--- src/rtl/dram_tag_check.sv ---
// Tag-check stage of the DRAM cache read path: joins a request descriptor with an R beat
// and presents one registered hit/miss/evict result. Optional counters: TAG_CHECK_STATS_EN.
module dram_tag_check #(
    parameter int unsigned ADDR_W   = 64,
    parameter int unsigned INDEX_W  = 8,
    parameter int unsigned OFFSET_W = 0,
    parameter int unsigned DATA_W   = 72
`ifdef TAG_CHECK_STATS_EN
    ,parameter int unsigned COUNT_W = 32
`endif
) (
    input  logic                                  clk,
    input  logic                                  rst_n,
    input  logic                                  req_valid_i,
    output logic                                  req_ready_o,
    input  logic                                  req_is_write_i,
    input  logic [ADDR_W-1:0]                     req_addr_i,
    input  logic                                  rvalid_i,
    output logic                                  rready_o,
    input  logic [DATA_W-1:0]                     rdata_i,
    input  logic [ADDR_W-INDEX_W-OFFSET_W-1:0]    rtag_i,
    input  logic                                  rmeta_valid_i,
    input  logic                                  rmeta_dirty_i,
    output logic                                  res_valid_o,
    input  logic                                  res_ready_i,
    output logic [1:0]                            res_class_o,
    output logic                                  res_evict_o,
    output logic [DATA_W-1:0]                     res_data_o,
    output logic [ADDR_W-1:0]                     res_addr_o
`ifdef TAG_CHECK_STATS_EN
    ,input  logic                                 stat_clr_i,
    output logic [COUNT_W-1:0]                    stat_rhit_o,
    output logic [COUNT_W-1:0]                    stat_rmiss_o,
    output logic [COUNT_W-1:0]                    stat_whit_o,
    output logic [COUNT_W-1:0]                    stat_wmiss_o,
    output logic [COUNT_W-1:0]                    stat_evict_o
`endif
);

    localparam int unsigned TAG_W = ADDR_W - INDEX_W - OFFSET_W;

    typedef enum logic {EMPTY = 1'b0, FULL = 1'b1} slot_e;

    slot_e              state_q, state_d;
    logic [1:0]         class_q, class_d;
    logic               evict_q, evict_d;
    logic [DATA_W-1:0]  data_q,  data_d;
    logic [ADDR_W-1:0]  addr_q,  addr_d;

    logic               slot_free_c;
    logic               fire_c;
    logic               hit_c;
    logic [1:0]         class_c;
    logic               evict_c;

    // Join: each side is only accepted together with the other.
    assign slot_free_c = (state_q == EMPTY) || res_ready_i;
    assign req_ready_o = rvalid_i && slot_free_c;
    assign rready_o    = req_valid_i && slot_free_c;
    assign fire_c      = req_valid_i && rvalid_i && slot_free_c;

    // An invalid line never hits, even when the stale tag matches.
    assign hit_c   = rmeta_valid_i && (req_addr_i[ADDR_W-1 -: TAG_W] == rtag_i);
    assign class_c = {req_is_write_i, !hit_c};
    assign evict_c = !hit_c && rmeta_valid_i && rmeta_dirty_i;

    always_comb begin
        state_d = state_q;
        class_d = class_q;
        evict_d = evict_q;
        data_d  = data_q;
        addr_d  = addr_q;
        if (fire_c) begin
            state_d = FULL;
            class_d = class_c;
            evict_d = evict_c;
            data_d  = rdata_i;
            addr_d  = req_addr_i;
        end else if ((state_q == FULL) && res_ready_i) begin
            state_d = EMPTY;
        end
    end

    always_ff @(posedge clk or negedge rst_n) begin
        if (!rst_n) begin
            state_q <= EMPTY;
            class_q <= 2'b00;
            evict_q <= 1'b0;
            data_q  <= '0;
            addr_q  <= '0;
        end else begin
            state_q <= state_d;
            class_q <= class_d;
            evict_q <= evict_d;
            data_q  <= data_d;
            addr_q  <= addr_d;
        end
    end

    assign res_valid_o = (state_q == FULL);
    assign res_class_o = class_q;
    assign res_evict_o = evict_q;
    assign res_data_o  = data_q;
    assign res_addr_o  = addr_q;

`ifdef TAG_CHECK_STATS_EN
    // Counter slots 0..3 follow the class encoding; slot 4 counts evictions.
    logic [COUNT_W-1:0] cnt_q [5];
    logic [COUNT_W-1:0] cnt_d [5];
    logic [4:0]         inc_c;

    always_comb begin
        for (int i = 0; i < 4; i++) begin
            inc_c[i] = fire_c && (class_c == 2'(i));
        end
        inc_c[4] = fire_c && evict_c;
        for (int i = 0; i < 5; i++) begin
            cnt_d[i] = cnt_q[i];
            if (stat_clr_i) begin
                cnt_d[i] = '0;
            end else if (inc_c[i] && (cnt_q[i] != '1)) begin
                cnt_d[i] = cnt_q[i] + COUNT_W'(1);
            end
        end
    end

    always_ff @(posedge clk or negedge rst_n) begin
        if (!rst_n) begin
            for (int i = 0; i < 5; i++) cnt_q[i] <= '0;
        end else begin
            for (int i = 0; i < 5; i++) cnt_q[i] <= cnt_d[i];
        end
    end

    assign stat_rhit_o  = cnt_q[0];
    assign stat_rmiss_o = cnt_q[1];
    assign stat_whit_o  = cnt_q[2];
    assign stat_wmiss_o = cnt_q[3];
    assign stat_evict_o = cnt_q[4];
`endif

endmodule

--- config.mk ---
export PLATFORM = sky130hd
export DESIGN_NAME = dram_tag_check
export DESIGN_NICKNAME = d
export VERILOG_FILES = /design/src/rtl/dram_tag_check.sv
export SDC_FILE = /design/constraint.sdc
export NUM_CORES = 1
export LEC_CHECK = 0
export ABC_AREA = 1
export BUFFER_PORTS_ARGS = -buffer_cell sky130_fd_sc_hd__clkbuf_2
export CAP_MARGIN = 20
export CORE_MARGIN = 8
export CORE_UTILIZATION = 41
export CTS_CLUSTER_SIZE = 24
export DETAILED_ROUTE_END_ITERATION = 8
export GPL_TIMING_DRIVEN = 1
export PLACE_DENSITY_LB_ADDON = 0.25
export SYNTH_ARGS = -nofsm -noshare
export SYNTH_HDL_FRONTEND = slang
export SYNTH_SLANG_ARGS = --single-unit
--- constraint.sdc ---
create_clock -name clk -period 1.46 [get_ports clk]
set_clock_uncertainty 0.05 [all_clocks]
set_input_delay 0.146 -clock clk [delete_from_list [all_inputs] [get_ports clk]]
set_output_delay 0.146 -clock clk [all_outputs]
set_load 0.1 [all_outputs]
* Word level (Yosys, flattened, before mapping) *
Index checks and enable logic that the tools add are counted.

cells by class
  reduce and logical (&&, ||, !) cells = 11
  mux-type cells = 2
  bitwise operators = 1
  equality and inequality tests = 1

operator list
  operator             number
  $eq A56 B56 Y1       1
  $logic_and A1 B1 Y1  8
  $mux W1              2
  $reduce_bool A2 Y1   1
  $logic_not A1 Y1     1
  $logic_or A1 B1 Y1   1
  $not A1 Y1           1

word-level totals
  logic and storage cells = 20
  register bits = 140

* Depth between registers and ports, before layout *
Gate-level depths: netlist (run 1).

  depth after elaboration = 5
  mapped depth = 11
  mapped depth without buffers = 11

* Worst setup path after synthesis (run 1) *
Ideal clock, no wire load.

  kind = reg-to-reg
  from = register state_q (netlist: res_valid_o)
  to = register addr_q[0] (netlist: res_addr_o[0])
  stages on the path, launching flop included = 8
  data required time = 1.285 ns
  setup slack = -0.947 ns
  arrival time = 2.232 ns
  setup time = 0.125 ns
  path through = dfrtp_1 inv_2 nor2_2 nor2_4 nand2_2 buf_8 buf_8 mux2_4

between the ends
  cells in the longest elaborated chain, start to end = 3

ends and longest elaborated chain
  what                    line  text
  start, declared         44    slot_e state_q, state_d;
  start signal, assigned  92    state_q <= state_d;
  $not A1 Y1              57    assign slot_free_c = (state_q == EMPTY) || res_ready_i;
  $logic_or A1 B1 Y1      57
  $logic_and A1 B1 Y1     60    assign fire_c = req_valid_i && rvalid_i && slot_free_c;
  end signal, assigned    96    addr_q <= addr_d;
  end, declared           48    logic [ADDR_W-1:0] addr_q, addr_d;

No other way between the ends.
A chain may end at the register's enable or synchronous reset.

* Worst setup path after layout (run 1) *
  from = register state_q (netlist: res_valid_o)
  to = register data_q[29] (netlist: res_data_o[29])

between the ends
  cells in the longest elaborated chain, start to end = 3

ends and longest elaborated chain
  what                  line  text
  $not A1 Y1            57
  $logic_or A1 B1 Y1    57
  $logic_and A1 B1 Y1   60
  end signal, assigned  95    data_q <= data_d;
  end, declared         47    logic [DATA_W-1:0] data_q, data_d;

No other way between the ends.

==> results.json, run 1 <==
{
  "outcome": "finished with violations",
  "violations": "negative setup slack",
  "cts_num_sinks": 140,
  "placement_rows": 46,
  "post-route-min-period_ps": 1630,
  "grt.overflow.total": 0,
  "cellPowerDensity_nw_per_um2": 1610,
  "ir_worst_vdd_v": 0.00104,
  "nFillCells": 1121,
  "synthCells": 637,
  "wl_microns": 24400,
  "synth_compound_area_frac": 0.0324,
  "synth_simple_gate_area_frac": 0.136,
  "cts-root-buf": "clkbuf_16",
  "synthAdderAreaFrac": 0,
  "rsz0062_at_grt": "yes",
  "synth_fp_nets": 837,
  "fin_crit_sh": 1.12,
  "synthToLayoutAreaGrowth_pct": 68.2,
  "sequentialPowerShare": 0.278,
  "syn_avg_cell_area_sq_um": 10.4,
  "slowest_stage": "dfrtp_4",
  "first_global_vias": 6915,
  "hold_class": "input port to register",
  "power.total_uw": 18000,
  "drive_gt1_frac": 0.450,
  "final_common_cell": "clkbuf_2",
  "wl_per_cell_microns": 17.6,
  "fmax_mhz": 613,
  "synth_top_family_by_area": "multiplexers",
  "worst_slack_ps": -170,
  "internal_power_uw": 9420,
  "dieArea_sq_um": 20600,
  "whs_ps": 20.3,
  "cellLeakagePower_uw": 0.00624,
  "grt_max_degree": 37,
  "worstSetupStartpointType": "register",
  "max_stage_delay_ps": 480,
  "numCtsBuffers": 17,
  "cp_max_fo": 18,
  "drv_slew": 0,
  "path_delay_family": "flip-flops",
  "grt_pass1_wl_microns": 37600,
  "p_comb_frac": 0.468,
  "first_pass_iters": 4,
  "hpwl_microns": 16500,
  "yosys-top-cells-area": "dfrtp_1 (53%), mux2_4 (18%), nand2_1 (11%)",
  "via_count": 6340,
  "synth_xor_area_frac": 0.0184,
  "die_h_microns": 143,
  "drv_cap": 0,
  "synth_area_sq_um": 6650,
  "antenna_found_initial": 0,
  "crit_type": "register to register",
  "synth-seq-cells": 140,
  "synth_top_area_frac": 0.527,
  "clk_pin_slew_ps": 60,
  "ys_types": 20,
  "stdcell_count": 1382,
  "initial_core_util": 0.419,
  "layout_common_cells": "clkbuf_2 (217), nand2_1 (187), dfrtp_1 (139)",
  "viasPerCell": 4.59,
  "drt_iter0_markers": 257,
  "cp_data_required_time_ps": 1700,
  "place_inst": 1202,
  "synth_area_leader_cell": "dfrtp_1",
  "clock_power_share": 0.253,
  "seq_area_frac_synth": 0.527,
  "cp_cell_sequence": "inv_4 -> nor2_2 -> nor2_4 -> buf_6 -> nand2_8 -> buf_12 -> mux2_4",
  "io_pins": 342,
  "power_switching_uw": 8590,
  "tritoncts": "yes",
  "antenna_left": 0,
  "die_w_microns": 143,
  "fin_nets": 1354,
  "place.port_buffers": 341,
  "grtUsageTotal": 0.239,
  "cp_num_buf_inv": 3,
  "slew_headroom": 0.621,
  "worst_slew_pin_slew_ps": 571,
  "clk_latency_ps": 400,
  "setup_viol": 128,
  "drc_errors": 0,
  "ys_warn_count": 0,
  "routabilityCongestion": 0.824,
  "hold_viol": 0,
  "muxShareOfSynthArea": 0.207,
  "cp-end-kind": "register",
  "coreArea_sq_um": 15900,
  "p_sw_frac": 0.477,
  "cts_buffer_depth": 2,
  "arrival_ps": 1880,
  "antenna_cells": 0,
  "htree_num_levels": 4
}
stage by stage:
step	setup WS (ps)	area, sq um	util	setup TNS [ps]
2_1_floorplan	-762	6660	-	-99020
3_3_place_gp	-124	8870	0.558	-11830
3_5_place_dp	-150	8870	0.558	-14900
4_1_cts	-160	11100	0.696	-14690
5_1_grt	-223	11200	0.704	-23560
6_report	-170	11200	0.704	-15120
cell usage after synthesis, drive strengths merged:
library cell  instances
o21ai                43
xor2                  6
xnor2                 8
nor3b                 1
nand2               195
dfrtp               140
buf                  16
mux2                 95
nand3                 1
inv                  90
clkbuf                4
nor2                 38
final timing paths:
kind | startpoint | endpoint | slack [ps] | depth (start not counted)
worst max-delay path | res_valid_o | res_data_o[29] | -170 | 7
worst min-delay path | rmeta_dirty_i | res_evict_o | 20 | 4
worst max register to register | res_valid_o | res_data_o[29] | -170 | 7
worst min register to register | res_addr_o[55] | res_addr_o[55] | 430 | 2
max in group asynchronous | rst_n | res_addr_o[19] | 680 | 3
min in group asynchronous | rst_n | res_addr_o[10] | 160 | 2
routing by layer:
layer,share of wire,track usage
met5,0,0
met4,0.031,0.106
met3,0.089,0.0810
met2,0.50,0.417
met1,0.38,0.259
power by group through the flow:
stage / Clock, uW / Combinational, uW / Sequential, uW
after floorplan: 0 / 1260 / 10000
after global placement: 0 / 7800 / 5040
after detailed placement: 0 / 7880 / 5030
after CTS: 4620 / 8320 / 4980
after global routing: 4810 / 8710 / 5090
final: 4560 / 8440 / 5010
sequential cells by signal, indices dropped and copies added (netlist names):
signal,cells
res_data_o,72
res_valid_o,1
res_class_o,2
res_addr_o,64
res_evict_o,1
area by class of cell:
| class | count | area [sq um] | area share |
|---|---|---|---|
| repair buffers | 516 | 3750 | 0.335 |
| flip-flops and latches | 140 | 3510 | 0.314 |
| multi-input cells | 389 | 2700 | 0.241 |
| clock buffers | 17 | 425 | 0.0380 |
| inverters | 90 | 340 | 0.0304 |
| well taps | 216 | 270 | 0.0242 |
| clock inverters | 14 | 193 | 0.0172 |
timing repair:
item                                    CTS  global route
hold buffers                            137             0
endpoints found under the hold margin   276             0
cloned                                    3             2
buffers inserted                          4             3
endpoints found under the setup margin  158           220
pin swaps                                 2             0
gates resized for setup                  43           115
cell families after synthesis:
logic type / count (synthesis)
simple gates: 235
flops: 140
buf+inv: 110
mux: 95
compound gates: 43
xor+xnor: 14
worst register-to-register path: stages, from the launching register on:
cell and delay, ps:
dfrtp_4 480, inv_4 60, nor2_2 40, nor2_4 130, buf_6 130, nand2_8 90
buf_12 210, mux2_4 320
Power figures use the tool's default switching activity.
==> run 2, diff against run 1 <==
--- a/config.mk
+++ b/config.mk
@@ -8,10 +8,10 @@
 export ABC_AREA = 1
 export BUFFER_PORTS_ARGS = -buffer_cell sky130_fd_sc_hd__clkbuf_2
 export CAP_MARGIN = 20
-export CORE_MARGIN = 8
-export CORE_UTILIZATION = 41
+export CORE_AREA = 2 2 135 137
 export CTS_CLUSTER_SIZE = 24
 export DETAILED_ROUTE_END_ITERATION = 8
+export DIE_AREA = 0 0 137 139
 export GPL_TIMING_DRIVEN = 1
 export PLACE_DENSITY_LB_ADDON = 0.25
 export SYNTH_ARGS = -nofsm -noshare
==> run 2 against run 1 <==
Die area fell by 7.4%. Core utilization fell by 7.7 points. Hold slack improved by 16 ps. Wire length fell by 14%. Clock power fell by 5.5%. Setup slack got worse by 1.5 ps. The run still ends with negative setup slack left. Highest routed layer unchanged.
==> results.json, run 2 (synthesized netlist as in run 1, its figures left out) <==
{
  "slew_headroom": 0.624,
  "rr_startpoint": "res_valid_o",
  "largest_reg_flops": 72,
  "drt_iter0_markers": 151,
  "holdPathStages": 4,
  "cellPowerDensity_nw_per_um2": 1590,
  "hpwl_microns": 14300,
  "arrival_ps": 1880,
  "final_area_sq_um": 11100,
  "placement_rows": 49,
  "routabilityCongestion": 0.779,
  "rsz0062_at_grt": "yes",
  "grt_max_degree": 39,
  "cellLeakagePower_uw": 0.00618,
  "die_h_microns": 139,
  "whs_ps": 35.9,
  "fin_crit_sh": 1.12,
  "ff2ff_path_depth": 7,
  "power.total_uw": 17600,
  "hold_class": "input port to register",
  "htree_num_levels": 4,
  "final_common_cell": "clkbuf_2",
  "fmax_mhz": 613,
  "worstSetupStartpointType": "register",
  "synthToLayoutAreaGrowth_pct": 66.5,
  "cp_data_required_time_ps": 1700,
  "fin_util": 0.627,
  "clock_power_share": 0.245,
  "drive_gt1_frac": 0.437,
  "outcome": "finished with violations",
  "setup_viol": 134,
  "place_area_sq_um": 8850,
  "cts_num_sinks": 140,
  "drc_errors": 0,
  "wl_microns": 21000,
  "cts-root-buf": "clkbuf_16",
  "rrSetupSlack_ps": -170,
  "timing.rr.end": "res_data_o[36]",
  "post-route-min-period_ps": 1630,
  "io_pins": 342,
  "first_global_vias": 6329,
  "clk_pin_slew_ps": 60,
  "internal_power_uw": 8990,
  "p_comb_frac": 0.472,
  "viasPerCell": 4.40,
  "power_switching_uw": 8590,
  "crit_path_start": "res_valid_o",
  "cp-end-kind": "register",
  "die_w_microns": 137,
  "hold_path_end": "res_evict_o",
  "worstHoldStart": "rmeta_dirty_i",
  "wl_per_cell_microns": 15.1,
  "place.port_buffers": 341,
  "sequentialPowerShare": 0.283,
  "fin_nets": 1350,
  "grtUsageTotal": 0.218,
  "clk_latency_ps": 410,
  "drv_cap": 0,
  "crit_type": "register to register",
  "cts_buffer_depth": 2,
  "worst_slew_pin_slew_ps": 566,
  "coreArea_sq_um": 17700,
  "tritoncts": "yes",
  "grt_pass1_wl_microns": 32000,
  "hold_viol": 0,
  "antenna_left": 0,
  "via_count": 6126,
  "ir_worst_vdd_v": 0.00117,
  "nFillCells": 1390,
  "p_sw_frac": 0.489,
  "grt.overflow.total": 0,
  "cp_max_fo": 17,
  "initial_core_util": 0.377,
  "dieArea_sq_um": 19000,
  "violations": "negative setup slack",
  "worst_slack_ps": -172,
  "first_pass_iters": 4,
  "antenna_found_initial": 1,
  "layout_common_cells": "clkbuf_2 (215), nand2_1 (194), dlygate4sd3_1 (140)",
  "drv_slew": 0,
  "post-place-ws_ps": -161,
  "numCtsBuffers": 17
}
## run 2: changes by cell type in the layout (fill, tap and decap cells not counted), moves of 3 or more
cell and change:
o21ai_0 +12, clkbuf_4 +8, o21ai_1 -8, nand2_1 +7, buf_6 -6, nand2_2 -6, buf_2 -5, inv_6 +4
o21ai_2 -4, bufinv_16 -3, clkinv_2 -3, dlygate4sd3_1 +3
## run 2: worst max path at each step
stage,endpoint,cells after the start,slack [ps]
after CTS,res_data_o[60],7,-160
final,res_data_o[36],7,-170
after floorplan,res_addr_o[0],7,-760
after global routing,res_addr_o[27],9,-210
after detailed placement,res_data_o[14],6,-160
after global placement,res_data_o[28],6,-120
## run 2: stage by stage
stage / std cells / setup TNS, ps
6_report: 1393 / -17320
5_1_grt: 1393 / -23580
4_1_cts: 1391 / -17910
3_5_place_dp: 1214 / -13860
3_3_place_gp: 1214 / -9170
2_1_floorplan: 637 / -99020
## run 2: layer usage
metal / track usage / vias to the layer above / share of wire
met5: 0 / - / 0
met4: 0.0841 / 0 / 0.026
met3: 0.0676 / 42 / 0.079
met2: 0.388 / 251 / 0.51
met1: 0.239 / 2828 / 0.39
li1: - / 3005 / -
## run 2: area by class of cell
class / instances / area (sq um) / area share
sequential: 140 / 3510 / 0.317
timing repair buffer: 513 / 3690 / 0.334
inverter: 90 / 340 / 0.0307
antenna: 1 / 2.50 / 0.000226
tap: 229 / 287 / 0.0259
clock buffer: 18 / 439 / 0.0397
multi-input combinational: 388 / 2660 / 0.240
clock inverter: 14 / 146 / 0.0132
## run 2: critical path: stages (launching register included)
cell	delay, ps
dfrtp_4	480
inv_4	70
nor2_4	40
nor2_4	120
buf_6	130
nand2_8	100
buf_12	200
mux2_4	300
## run 2: what timing repair did
action	CTS	global route
gates resized for setup	41	94
pin swaps	2	0
buffers inserted	3	0
hold buffers	140	0
setup endpoints to repair	164	218
hold endpoints to repair	279	0
cloned	2	1
## run 2: power groups by stage
stage / Combinational [uW] / Sequential, uW / Clock (uW)
floorplan: 1260 / 10000 / 0
global placement: 7740 / 5030 / 0
detailed placement: 7810 / 5020 / 0
CTS: 8240 / 4970 / 4420
global route: 8580 / 5050 / 4580
finish: 8300 / 4980 / 4310
